--- src/rtl/sdcard_spi_slave.sv ---
// SPI mode-0 card-side responder: pins oversampled on clock, bytes exchanged by rx_valid/tx_load handshakes.
// Define SDCARD_SLAVE_CMDFRAME_EN to add the 6-byte SD command framer (index, argument, CRC7 check).
module sdcard_spi_slave #(
   parameter logic [7:0] IDLE_BYTE   = 8'hFF,
   parameter int         SYNC_STAGES = 2
) (
   input  logic        clock,
   input  logic        reset_n,
   input  logic        spi_cs,
   input  logic        spi_sclk,
   input  logic        spi_mosi,
   output logic        spi_miso,
   output logic [7:0]  rx_data,
   output logic        rx_valid,
   input  logic [7:0]  tx_data,
   input  logic        tx_load,
   output logic        tx_ready,
   output logic        tx_underrun,
   output logic        selected,
   output logic        cmd_valid,
   output logic [5:0]  cmd_index,
   output logic [31:0] cmd_arg,
   output logic        cmd_crc_ok
);

   logic [SYNC_STAGES-1:0] cs_sync_q, cs_sync_d;
   logic [SYNC_STAGES-1:0] sclk_sync_q, sclk_sync_d;
   logic [SYNC_STAGES-1:0] mosi_sync_q, mosi_sync_d;

   logic [2:0] bit_cnt_q, bit_cnt_d;
   logic [7:0] rx_shift_q, rx_shift_d;
   logic [7:0] rx_data_q, rx_data_d;
   logic       rx_valid_q, rx_valid_d;
   logic [7:0] tx_shift_q, tx_shift_d;
   logic [7:0] hold_q, hold_d;
   logic       hold_full_q, hold_full_d;
   logic       underrun_q, underrun_d;
   logic       miso_q, miso_d;

   logic       cs_now, cs_old, sclk_rise, sclk_fall, mosi_bit;
   logic [7:0] rx_byte, reload_byte;
   logic       reload_empty, do_reload;

   // All three pins share one chain so CS/SCLK/MOSI ordering is preserved.
   assign cs_now    = cs_sync_q[SYNC_STAGES-2];
   assign cs_old    = cs_sync_q[SYNC_STAGES-1];
   assign sclk_rise = sclk_sync_q[SYNC_STAGES-2] & ~sclk_sync_q[SYNC_STAGES-1];
   assign sclk_fall = ~sclk_sync_q[SYNC_STAGES-2] & sclk_sync_q[SYNC_STAGES-1];
   assign mosi_bit  = mosi_sync_q[SYNC_STAGES-1];
   assign rx_byte   = {rx_shift_q[6:0], mosi_bit};

   // A load in the same cycle as a reload goes straight into the shifter.
   assign reload_byte  = tx_load ? tx_data : (hold_full_q ? hold_q : IDLE_BYTE);
   assign reload_empty = !tx_load && !hold_full_q;

   always_comb begin
      cs_sync_d   = {cs_sync_q[SYNC_STAGES-2:0], spi_cs};
      sclk_sync_d = {sclk_sync_q[SYNC_STAGES-2:0], spi_sclk};
      mosi_sync_d = {mosi_sync_q[SYNC_STAGES-2:0], spi_mosi};
      bit_cnt_d   = bit_cnt_q;
      rx_shift_d  = rx_shift_q;
      rx_data_d   = rx_data_q;
      rx_valid_d  = 1'b0;
      tx_shift_d  = tx_shift_q;
      hold_d      = hold_q;
      hold_full_d = hold_full_q;
      underrun_d  = underrun_q;
      miso_d      = miso_q;
      do_reload   = 1'b0;

      if (tx_load) begin
         hold_d      = tx_data;
         hold_full_d = 1'b1;
         underrun_d  = 1'b0;
      end

      if (cs_now) begin
         bit_cnt_d = 3'd0;
         miso_d    = 1'b1;
      end else if (cs_old) begin
         bit_cnt_d = 3'd0;
         do_reload = 1'b1;
      end else if (sclk_rise) begin
         rx_shift_d = rx_byte;
         bit_cnt_d  = bit_cnt_q + 3'd1;
         if (bit_cnt_q == 3'd7) begin
            rx_data_d  = rx_byte;
            rx_valid_d = 1'b1;
            do_reload  = 1'b1;
         end
      end else if (sclk_fall && (bit_cnt_q != 3'd0)) begin
         tx_shift_d = {tx_shift_q[6:0], 1'b0};
         miso_d     = tx_shift_q[6];
      end

      if (do_reload) begin
         tx_shift_d  = reload_byte;
         miso_d      = reload_byte[7];
         hold_full_d = 1'b0;
         if (reload_empty) underrun_d = 1'b1;
      end
   end

   always_ff @(posedge clock or negedge reset_n) begin
      if (!reset_n) begin
         cs_sync_q   <= '1;
         sclk_sync_q <= '0;
         mosi_sync_q <= '0;
         bit_cnt_q   <= 3'd0;
         rx_shift_q  <= 8'd0;
         rx_data_q   <= 8'd0;
         rx_valid_q  <= 1'b0;
         tx_shift_q  <= 8'd0;
         hold_q      <= 8'd0;
         hold_full_q <= 1'b0;
         underrun_q  <= 1'b0;
         miso_q      <= 1'b1;
      end else begin
         cs_sync_q   <= cs_sync_d;
         sclk_sync_q <= sclk_sync_d;
         mosi_sync_q <= mosi_sync_d;
         bit_cnt_q   <= bit_cnt_d;
         rx_shift_q  <= rx_shift_d;
         rx_data_q   <= rx_data_d;
         rx_valid_q  <= rx_valid_d;
         tx_shift_q  <= tx_shift_d;
         hold_q      <= hold_d;
         hold_full_q <= hold_full_d;
         underrun_q  <= underrun_d;
         miso_q      <= miso_d;
      end
   end

   assign spi_miso    = miso_q;
   assign rx_data     = rx_data_q;
   assign rx_valid    = rx_valid_q;
   assign tx_ready    = ~hold_full_q;
   assign tx_underrun = underrun_q;
   assign selected    = ~cs_old;

`ifdef SDCARD_SLAVE_CMDFRAME_EN
   localparam logic [1:0] ST_IDLE    = 2'd0;
   localparam logic [1:0] ST_COLLECT = 2'd1;
   localparam logic [1:0] ST_DONE    = 2'd2;

   logic [1:0]  state_q, state_d;
   logic [2:0]  fcnt_q, fcnt_d;
   logic [6:0]  crc_q, crc_d;
   logic [5:0]  wk_idx_q, wk_idx_d;
   logic [31:0] wk_arg_q, wk_arg_d;
   logic [5:0]  cmd_index_q, cmd_index_d;
   logic [31:0] cmd_arg_q, cmd_arg_d;
   logic        cmd_crc_ok_q, cmd_crc_ok_d;

   // CRC7, polynomial x^7+x^3+1, MSB first.
   function automatic logic [6:0] crc7_byte(input logic [6:0] crc_in, input logic [7:0] din);
      logic [6:0] c;
      logic       fb;
      c = crc_in;
      for (int i = 7; i >= 0; i--) begin
         fb = c[6] ^ din[i];
         c  = {c[5:0], 1'b0};
         if (fb) c = c ^ 7'h09;
      end
      return c;
   endfunction

   always_comb begin
      state_d      = state_q;
      fcnt_d       = fcnt_q;
      crc_d        = crc_q;
      wk_idx_d     = wk_idx_q;
      wk_arg_d     = wk_arg_q;
      cmd_index_d  = cmd_index_q;
      cmd_arg_d    = cmd_arg_q;
      cmd_crc_ok_d = cmd_crc_ok_q;
      case (state_q)
         ST_IDLE: begin
            if (rx_valid_d && (rx_byte[7:6] == 2'b01)) begin
               wk_idx_d = rx_byte[5:0];
               crc_d    = crc7_byte(7'd0, rx_byte);
               fcnt_d   = 3'd0;
               state_d  = ST_COLLECT;
            end
         end
         ST_COLLECT: begin
            if (rx_valid_d) begin
               if (fcnt_q == 3'd4) begin
                  cmd_index_d  = wk_idx_q;
                  cmd_arg_d    = wk_arg_q;
                  cmd_crc_ok_d = (rx_byte[7:1] == crc_q) && rx_byte[0];
                  state_d      = ST_DONE;
               end else begin
                  wk_arg_d = {wk_arg_q[23:0], rx_byte};
                  crc_d    = crc7_byte(crc_q, rx_byte);
                  fcnt_d   = fcnt_q + 3'd1;
               end
            end
         end
         default: state_d = ST_IDLE;
      endcase
      if (cs_now && (state_q != ST_DONE)) state_d = ST_IDLE;
   end

   always_ff @(posedge clock or negedge reset_n) begin
      if (!reset_n) begin
         state_q      <= ST_IDLE;
         fcnt_q       <= 3'd0;
         crc_q        <= 7'd0;
         wk_idx_q     <= 6'd0;
         wk_arg_q     <= 32'd0;
         cmd_index_q  <= 6'd0;
         cmd_arg_q    <= 32'd0;
         cmd_crc_ok_q <= 1'b0;
      end else begin
         state_q      <= state_d;
         fcnt_q       <= fcnt_d;
         crc_q        <= crc_d;
         wk_idx_q     <= wk_idx_d;
         wk_arg_q     <= wk_arg_d;
         cmd_index_q  <= cmd_index_d;
         cmd_arg_q    <= cmd_arg_d;
         cmd_crc_ok_q <= cmd_crc_ok_d;
      end
   end

   assign cmd_valid  = (state_q == ST_DONE);
   assign cmd_index  = cmd_index_q;
   assign cmd_arg    = cmd_arg_q;
   assign cmd_crc_ok = cmd_crc_ok_q;
`else
   assign cmd_valid  = 1'b0;
   assign cmd_index  = 6'd0;
   assign cmd_arg    = 32'd0;
   assign cmd_crc_ok = 1'b0;
`endif

endmodule

--- config.mk ---
export PLATFORM = sky130hd
export DESIGN_NAME = sdcard_spi_slave
export DESIGN_NICKNAME = d
export VERILOG_FILES = /design/src/rtl/sdcard_spi_slave.sv
export SDC_FILE = /design/constraint.sdc
export NUM_CORES = 1
export LEC_CHECK = 0
export ABC_AREA = 0
export BUFFER_PORTS_ARGS = -buffer_cell sky130_fd_sc_hd__buf_2
export CAP_MARGIN = 20
export CORE_MARGIN = 2
export CORE_UTILIZATION = 44
export DETAILED_ROUTE_END_ITERATION = 10
export GPL_TIMING_DRIVEN = 0
export PLACE_DENSITY = 0.73
export SYNTH_ARGS = -nofsm -noshare
export SYNTH_HDL_FRONTEND = slang
export SYNTH_SLANG_ARGS = --single-unit
--- constraint.sdc ---
create_clock -name clock -period 2.1 [get_ports clock]
set_clock_uncertainty 0.15 [all_clocks]
set_input_delay 0.105 -clock clock [delete_from_list [all_inputs] [get_ports clock]]
set_output_delay 0.105 -clock clock [all_outputs]
set_load 0.1 [all_outputs]
**Yosys cells after proc, flatten, opt, wreduce, memory -nomap -nowiden**

Index checks and enable logic that the tools add are counted.

- Add/sub/neg operators: 1
- Eq/ne operators: 6
- Mux-type cells: 26
- Bitwise gates (word level): 7
- Reductions and logical operators: 13

Operators by type and width:

| kind | number |
|---|---|
| $mux W7 | 5 |
| $mux W1 | 16 |
| $mux W8 | 2 |
| $mux W3 | 3 |
| $reduce_bool A3 Y1 | 3 |
| $reduce_and A4 Y1 | 2 |
| $ne A2 B1 Y1 const B | 3 |
| $ne A3 B2 Y1 const B | 2 |
| $reduce_and A3 Y1 | 2 |
| $not A1 Y1 | 5 |
| $reduce_bool A2 Y1 | 2 |
| $add A3 B1 Y3 const B | 1 |
| $eq A3 B3 Y1 const B | 1 |
| $and A1 B1 Y1 | 2 |
| $logic_and A1 B1 Y1 | 2 |
| $logic_not A1 Y1 | 2 |

- Register bits: 43
- Output and inout bits: 53
- Word-level logic and storage cells: 65

**Logic depth before layout (Yosys ltp)**

Gate-level depths: netlist of the first run.

- Word-level depth: 8
- Mapped depth: 6
- Depth with buffers taken out: 6

**Worst setup path before layout of the first run**

Ideal clock, no wire load.

- Path type: reg-to-reg
- Start point: register bit_cnt_q[0]
- End point: register tx_shift_q[4]
- Library setup time: 0.125 ns
- Arrival: 1.745 ns
- Slack: 0.081 ns
- Cell stages (with the launch flop): 6
- Buffers on the path: 0
- Clock period less this slack: 2.019 ns
- Path through: dfrtp_1 ha_1 ha_1 a21oi_4 mux2_2 mux2_2

- Word-level cells in the longest chain between the ends: 7
- Elaborated cells on any way between the ends: 13

Ends and longest elaborated chain:

| what | line | text |
|---|---|---|
| from (decl) | 30 | `logic [2:0] bit_cnt_q, bit_cnt_d;` |
| from (signal assigned) | 122 | `bit_cnt_q <= bit_cnt_d;` |
| $eq A3 B3 Y1 | 86 | `if (bit_cnt_q == 3'd7) begin` |
| $mux W1 | 86 |  |
| $mux W1 | 83 | `end else if (sclk_rise) begin` |
| $mux W1 | 80 | `end else if (cs_old) begin` |
| $mux W1 | 77 | `if (cs_now) begin` |
| $ne A2 B1 Y1 (no source line) or $reduce_bool A2 Y1 (tied branches) | -- |  |
| $reduce_and A4 Y1 (no source line) | -- |  |
| to (signal assigned) | 126 | `tx_shift_q <= tx_shift_d;` |
| to (decl) | 34 | `logic [7:0] tx_shift_q, tx_shift_d;` |

Several ways; a longest one is shown, not always the timed one.
A chain may end at the register's enable or synchronous reset.

**Worst setup path in the final report of the first run**

- Start point: register bit_cnt_q[0]
- End point: register tx_shift_q[2]

The elaborated chain is that of the path after synthesis.

==> summary.md, run 1 <==
The combined flip-flop and latch cell area came out at 0.001080 mm2. Averaged over all synthesized cells, the footprint is 12.32 um2. The routed layout has 1328 vias. Detailed placer's ending HPWL: 2369 um.

The worst setup path is captured at a register. The net count of the finished layout is 277. After clock tree synthesis, the clock-pin slew on the worst setup and hold paths is 0.08 ns.

In this run, the clock network consumes 31.3% of the power. The tools report the power after layout as 2.366 mW. The fraction of layout cells with a size suffix above 1 is 43.30%. The floorplan step defined a die boundary enclosing 0.005446 mm2. The netlist area before placement came out at 0.002143 mm2. In the routed design, unresolved DRC markers number 0. Of the post-synthesis cell area, the dominant cell type holds 46.70%.

The internal portion of the total power is 1.589 mW. STA classifies the critical path startpoint as a register. Measured against its own limit, the worst slew margin works out to 39.02%. In this run the worst hold path is classified as input port to register. Synthesis produced 174 cells. Traced cell by cell, the critical path runs through ha_1 -> ha_1 -> a221oi_4 -> nor2_2 -> mux2_2.

Counting the buffers created by CTS gives 5. The number of clock sinks seen by CTS came out at 43. In this run, distinct cell masters in the synthesized netlist total 30.

Synthesis inferred 43 register bits. The tools report the final-report hold violation count as 0. The tools report the via count of the first global-routing pass as 1211.

The timing-limited maximum frequency is 0.5084 GHz, and the combinational cell fraction of total power is 27.0%. Compared with the post-synthesis result, the final layout area differs by 29.31%. The clock period minus final worst setup slack was 1.967 ns; the global routing usage summed across all routing layers was 13.02%. The detail-routed via count per cell is 4.049. After synthesis, the cell types taking the most area are sky130_fd_sc_hd__dfrtp_1 47%, sky130_fd_sc_hd__mux2_2 15%, sky130_fd_sc_hd__buf_4 14%. STA puts the critical path data required time at 2.12 ns. The tools report the number of H-tree levels as 2. The share of the Yosys chip area taken by registers is 50.38%. TritonCTS built the clock tree. For this run, the detailed router's first-pass iteration total came to 4. The run finished with clean final reports. The longest clock path from root to sink contains 2 buffers.

The power density over the cells was 853.7 mW/mm2. Summed over all instances, the cell type with the most area after synthesis is sky130_fd_sc_hd__dfrtp_1. The master of the slowest instance on the critical path is sky130_fd_sc_hd__dfrtp_1. Once detail routing completed, the nets flagged for antenna violations numbered 0. Summed over all cells, the static leakage comes to 1.446 nW. The effective utilization at floorplan is 45.38%, and the number of buffers inserted by port buffering is 26. Counting the fill cells in the layout gives 395.

The repair_antennas step left the layout with diodes totalling 0. The instance area at placement is 0.002504 mm2. For the pin with the worst max-slew slack, the measured transition is 0.9147 ns. Measured along the y axis, the die boundary spans 73.80 um. In the final routed layout, each cell accounts on average for 10.02 um. Critical path class: register to register.

The tool flagged a number of max-cap violations equal to 0. Among the stages of the critical path, the cell type that occurs most often is sky130_fd_sc_hd__ha_1. The number of failing setup endpoints in the final timing report was 0; the die span in x was 73.80 um. Summed over all layers, the global routing overflow is 0.

Setup repair after global routing left no endpoint under its margin. The switching part of the total power works out to 32.84%. The max-slew violation count is 0, and the wire length reported by the detailed router is 3287 um.

Dividing the final minimum period by the clock period gives 93.67%. The critical-path maximum fanout came out at 6. During I/O placement, the number of pins put on the boundary was 67.

In this design, the stage delay of the slowest critical-path cell is 0.41 ns. The tree is rooted in a sky130_fd_sc_hd__clkbuf_8. For the arrival time reported for the critical path endpoint, the log shows 1.99 ns. The core box area is 0.004723 mm2, and the final RePlAce weighted congestion is 0.7083.

After the first detailed-routing iteration, the DRC count stood at 38. The number of rows in the core area was 25; the source-to-sink clock delay at the later pin of the worst-skew pair was 0.29 ns. The run gives 842.1 um2 as the area used by multi-input combinational logic.

The number of cells upsized or downsized after cts is 0, and the post-route cell area is 0.002771 mm2. The logs give 44 for the maximum number of pins on one net before global-route repair and 453.0 uV for the peak ir drop on the vdd network. The tools report the net load switching power as 777.0 uW. The first global-routing pass estimated 5354 um of wire. For this run, the number of Yosys warnings is 0. For the number of antenna violations at the first check in global routing, the log shows 0. Portion of total power attributed to sequential cells: 41.7%.
==> worst paths after layout <==
check | startpoint | end | slack [ns] | cells past startpoint
max in group asynchronous | reset_n | hold_q[7] | 0.89 | 2
min in group asynchronous | reset_n | hold_q[4] | 0.33 | 2
min reg2reg | mosi_sync_q[0] | mosi_sync_q[1] | 0.20 | 0
max | bit_cnt_q[0] | tx_shift_q[2] | 0.13 | 5
max reg2reg | bit_cnt_q[0] | tx_shift_q[2] | 0.13 | 5
min | tx_load | hold_full_q | 0.07 | 3
==> flip-flops by register name, indices dropped and copies added (netlist names), 2 cells and up <==
| signal | cells |
|---|---|
| sclk_sync_q | 2 |
| tx_shift_q | 7 |
| rx_shift_q | 7 |
| bit_cnt_q | 3 |
| rx_data | 8 |
| hold_q | 8 |
| mosi_sync_q | 2 |
| cs_sync_q | 2 |
==> cells in the mapped netlist, drive strengths merged <==
| cell | count |
|---|---|
| a211oi | 1 |
| a21oi | 4 |
| a221oi | 1 |
| buf | 42 |
| clkbuf | 2 |
| clkinv | 1 |
| conb | 1 |
| dfrtp | 40 |
| dfstp | 3 |
| ha | 3 |
| inv | 9 |
| mux2 | 28 |
| mux2i | 7 |
| nand2 | 2 |
| nand2b | 2 |
| nor2 | 7 |
| nor2b | 4 |
| nor3 | 1 |
| nor3b | 1 |
| o21a | 1 |
| o21ai | 3 |
| o22a | 1 |
| o22ai | 6 |
| o31ai | 2 |
| or2 | 1 |
| xnor2 | 1 |
==> routing by layer <==
layer,up-vias,GRT usage [%],wire [um]
met5,-,0,0
met4,0,6.061,70
met3,5,3.292,163
met2,41,22.02,1612
met1,605,15.43,1440
li1,677,-,-
==> kinds of logic after synthesis <==
| logic type | synth area share, % |
|---|---|
| AOI/OAI and AO/OA | 6.947 |
| buffers and inverters | 17.16 |
| and+or+nand+nor | 5.196 |
| other | 0.1750 |
| adders and majority gates | 1.752 |
| xor gates and xnor gates | 0.4087 |
| DFF | 50.38 |
| muxes | 17.98 |
==> area by class of cell <==
type | instances | share of cell area [%]
Clock buffer | 6 | 2.619
Sequential cell | 43 | 38.96
Multi-Input combinational cell | 116 | 30.38
Inverter | 10 | 1.354
Clock inverter | 2 | 2.167
Tap cell | 67 | 3.025
Timing Repair Buffer | 40 | 9.571
Buffer | 44 | 11.92
==> through the flow <==
stage / TNS [ns] / instances / setup WS [ns] / util (%) / hold WS (ns)
after floorplan: 0 / 213 / 0.08063 / - / -0.3406
after global placement: -0.02577 / 306 / -0.02577 / 53.01 / 0.06259
after detailed placement: -0.04316 / 306 / -0.04316 / 53.01 / 0.06184
after CTS: 0 / 328 / 0.1204 / 58.68 / 0.05464
after global routing: 0 / 328 / 0.06401 / 58.68 / 0.08031
final: 0 / 328 / 0.1330 / 58.68 / 0.06552
==> cell usage in the layout, fill, tap and decap left out, drive strengths merged, types with 2 or more instances in the layout <==
cell type / n
ha: 3
o31ai: 2
dfstp: 3
o21ai: 3
a21oi: 4
clkbuf: 8
mux2i: 7
inv: 9
nor2b: 4
bufinv: 2
nand2: 2
buf: 70
dfrtp: 40
nand2b: 2
conb: 40
o22ai: 6
nor2: 7
mux2: 28
dlygate4sd3: 12
==> critical path, delay by kind of cell, from the launching register on <==
| kind | cells | cell delay [ns] |
|---|---|---|
| fa+ha+maj | 2 | 0.49 |
| flops | 1 | 0.41 |
| compound gates | 1 | 0.37 |
| mux | 1 | 0.29 |
| simple gates | 1 | 0.14 |
==> power groups by stage <==
stage | Sequential (mW) | Combinational (mW) | Clock, mW
after floorplan | 1.00 | 0.544 | 0
after global placement | 0.998 | 0.613 | 0
after detailed placement | 1.00 | 0.619 | 0
after CTS | 0.988 | 0.641 | 0.764
after global routing | 1.00 | 0.676 | 0.795
final | 0.987 | 0.639 | 0.740
==> repair_timing <==
action	4_1_cts	5_1_grt
hold endpoints to repair	51	0
hold buffers	12	0
setup buffers	2	0
endpoints found under the setup margin	1	0
No activity file was read; power rests on OpenSTA's default activity.
==> run 2, diff against run 1 <==
--- a/config.mk
+++ b/config.mk
@@ -6,13 +6,14 @@
 export NUM_CORES = 1
 export LEC_CHECK = 0
 export ABC_AREA = 0
-export BUFFER_PORTS_ARGS = -buffer_cell sky130_fd_sc_hd__buf_2
+export BUFFER_PORTS_ARGS = -buffer_cell sky130_fd_sc_hd__buf_4
 export CAP_MARGIN = 20
 export CORE_MARGIN = 2
 export CORE_UTILIZATION = 44
 export DETAILED_ROUTE_END_ITERATION = 10
 export GPL_TIMING_DRIVEN = 0
 export PLACE_DENSITY = 0.73
+export RECOVER_POWER = 25
 export SYNTH_ARGS = -nofsm -noshare
 export SYNTH_HDL_FRONTEND = slang
 export SYNTH_SLANG_ARGS = --single-unit
==> run 2 against run 1 <==
  * Die area is the same
  * Global-route usage increased by 0.20 points
  * Register-to-register slack barely moved
  * Power increased by 0.60%
  * Flip-flop and latch count did not move
  * Count of clock-buffer cells in the layout did not move
  * Sequential power about the same
  * Highest routed layer unchanged
  * Cell area grew 2.3%
  * Worst hold slack better by 0.0032 ns
  * Critical path depth unchanged
==> summary.md, run 2 (synthesis gave the netlist of run 1 again) <==
The run gives 0 (unchanged) as the final antenna diode count. The tools report the number of rows in the core area as 25 (unchanged). The run gives 1.99 ns (about the same) as the arrival time reported for the critical path endpoint. The worst setup path is captured at a register.

First-pass GRT wire length: 5326 um (-0.52%). The path type of the worst min-delay path is input port to register. The top cell types in the final layout, fill and taps aside, are 64 x sky130_fd_sc_hd__buf_4, 40 x sky130_fd_sc_hd__conb_1, 40 x sky130_fd_sc_hd__dfrtp_1. The number of H-tree levels was 2 (unchanged); the final RePlAce weighted congestion was 0.7134 (+0.72%).

The global routing usage summed across all routing layers was 13.22% (+0.20 points). The detail-routed via count per cell is 4.070 (+0.53%). The count of max-cap constraint violations is 0 (unchanged). The clock period minus final worst setup slack was 1.959 ns (-0.008146 ns); the detailed placer's ending HPWL was 2361 um (-0.33%). In this run the clock root is driven by a sky130_fd_sc_hd__clkbuf_8.

The routed via count was 1335 (+0.53%). The share of the core filled with cells is 60.00% (+1.3 points), and the via count of the first global-routing pass is 1175 (-3.0%). The source-to-sink clock delay at the later pin of the worst-skew pair came out at 0.30 ns (about the same). The run gives 0.5105 GHz (+0.42%) as the timing-limited maximum frequency. Setup repair after global routing left no endpoint under its margin. The clock edge transition at the registers on the reported setup and hold paths is 0.07 ns (about the same), and the overall die height is 73.80 um (unchanged). The post-detailed-route wirelength per cell is 10.24 um (+2.2%), and the fraction of layout cells with a size suffix above 1 is 42.91% (-0.38 points). The post-route cell area came out at 0.002834 mm2 (+2.3%). The number of DRC markers in iteration 0 came out at 38 (unchanged). The maximum number of pins on one net before global-route repair is 44 (unchanged). The post-route fraction of the period consumed by the critical path is 93.28% (-0.39 points). The die span in x was 73.80 um (unchanged); the worst-case headroom to the max-slew limit was 31.99% (-7.0 points).

The logs give 2 (unchanged) for the maximum count of clock buffers along a single path and 277 (unchanged) for the final net count. The number of antenna violations at the first check in global routing is 0 (unchanged). Combined buffer and inverter count along the critical path: 0 (unchanged).

The logs give 67 (unchanged) for the I/O pin count and 0 ns (unchanged) for the final sum of negative setup slack. Startpoint type of the worst setup path: a register. The run gives 0 (unchanged) as the final antenna-violating net count. The tools report the max-slew violation count as 0 (unchanged). The critical-path maximum fanout came out at 6 (unchanged). The run finished with clean final reports. The run gives 2.13 ns (about the same) as the worst path required time. The library cell used most frequently in the layout, excluding fill and tap cells, is sky130_fd_sc_hd__buf_4. The run gives 306 (unchanged) as the cell count after placement. The final cell count without fillers was 328 (unchanged). Among cell families on the critical path, the largest total delay comes from adder cells. The run gives 0.005446 mm2 (unchanged) as the die outline area.

The power density over the cells came out at 839.9 mW/mm2 (-1.6%). The final-report hold violation count was 0 (unchanged). The tools report the number of inserted filler cells in the final layout as 400 (+1.3%).

The cell that appears most often on the critical path is sky130_fd_sc_hd__ha_1. The largest individual stage delay along the critical path comes from the cell sky130_fd_sc_hd__dfrtp_1. The peak ir drop on the vdd network is 568.8 uV (+26%).

The worst stage delay on the critical path works out to 0.41 ns (about the same). The number of failing setup endpoints in the final timing report came out at 0 (unchanged). The critical path class is register to register. The number of buffers inserted by port buffering is 26 (unchanged), and the effective utilization at floorplan is 45.38% (unchanged).

The actual slew at the worst max-slew pin came out at 1.020 ns (+0.1055 ns). The run gives 5 (unchanged) as the CTS buffer count. TritonCTS built the clock tree. The number of DRC violations after detailed routing is 0 (unchanged).

The wire length reported by the detailed router was 3359 um (+2.2%). The leakage power summed over all cells came out at 1.457 nW (+0.78%). The run gives 0.06867 ns (+0.003153 ns) as the hold slack. The instance area at placement was 0.002569 mm2 (+2.6%).

The critical path goes through ha_1 -> ha_1 -> a221oi_4 -> nor2_2 -> mux2_2. The number of iterations in the first detailed-routing pass is 4 (unchanged), and the area overhead of the layout relative to synthesis is 32.22%. The core box area came out at 0.004723 mm2 (unchanged). The run gives 43 (unchanged) as the number of clock sinks seen by CTS. The total grt overflow came out at 0 (unchanged).
## run 2: final timing paths
check	depth (start not counted)	slack (ns)	startpoint	endpoint
hold reg to reg	0	0.20	mosi_sync_q[0]	mosi_sync_q[1]
setup / recovery	5	0.14	bit_cnt_q[0]	tx_shift_q[3]
min in group asynchronous	2	0.37	reset_n	hold_q[3]
hold / removal	3	0.07	tx_load	hold_full_q
setup reg to reg	5	0.14	bit_cnt_q[0]	tx_shift_q[3]
max in group asynchronous	2	0.81	reset_n	rx_data[5]
## run 2: through the flow
step | worst slack, ns | total power, mW
floorplan | 0.08063 | 1.546
global placement | -0.02683 | 1.621
detailed placement | -0.03334 | 1.633
CTS | 0.1281 | 2.402
global route | 0.04963 | 2.478
finish | 0.1411 | 2.380
## run 2: area by class of cell
| cell class | instances | area, um2 | area share (%) |
|---|---|---|---|
| clock buffers | 6 | 72.57 | 2.561 |
| plain buffers | 44 | 330.3 | 11.66 |
| well taps | 67 | 83.83 | 2.958 |
| flip-flops and latches | 43 | 1080 | 38.10 |
| repair buffers | 40 | 327.8 | 11.57 |
| inverters | 10 | 37.54 | 1.325 |
| multi-input cells | 116 | 842.1 | 29.71 |
| clock inverters | 2 | 60.06 | 2.119 |
## run 2: layer usage
layer / global-route usage (%) / vias to the layer above / part of all wire, %
met5: 0 / - / 0
met4: 6.061 / 0 / 2.1
met3: 4.252 / 6 / 6.0
met2: 21.63 / 44 / 50
met1: 15.76 / 610 / 42
li1: - / 675 / -
## run 2: repair_timing
item                                   4_1_cts  5_1_grt
resized for setup                            0        0
buffers inserted                             2        0
endpoints found under the hold margin       53        0
setup endpoints to repair                    1        0
hold buffers                                12        0
## run 2: where the power goes
part	internal [mW]	switching [mW]
clock	0.475	0.270
combinational	0.195	0.455
sequential	0.928	0.0578
## run 2: worst reg2reg max path, cell delays in order, from the launching register on
cell and delay, ns:
sky130_fd_sc_hd__dfrtp_1 0.41, sky130_fd_sc_hd__ha_1 0.21, sky130_fd_sc_hd__ha_1 0.27, sky130_fd_sc_hd__a221oi_4 0.37, sky130_fd_sc_hd__nor2_2 0.14, sky130_fd_sc_hd__mux2_2 0.29
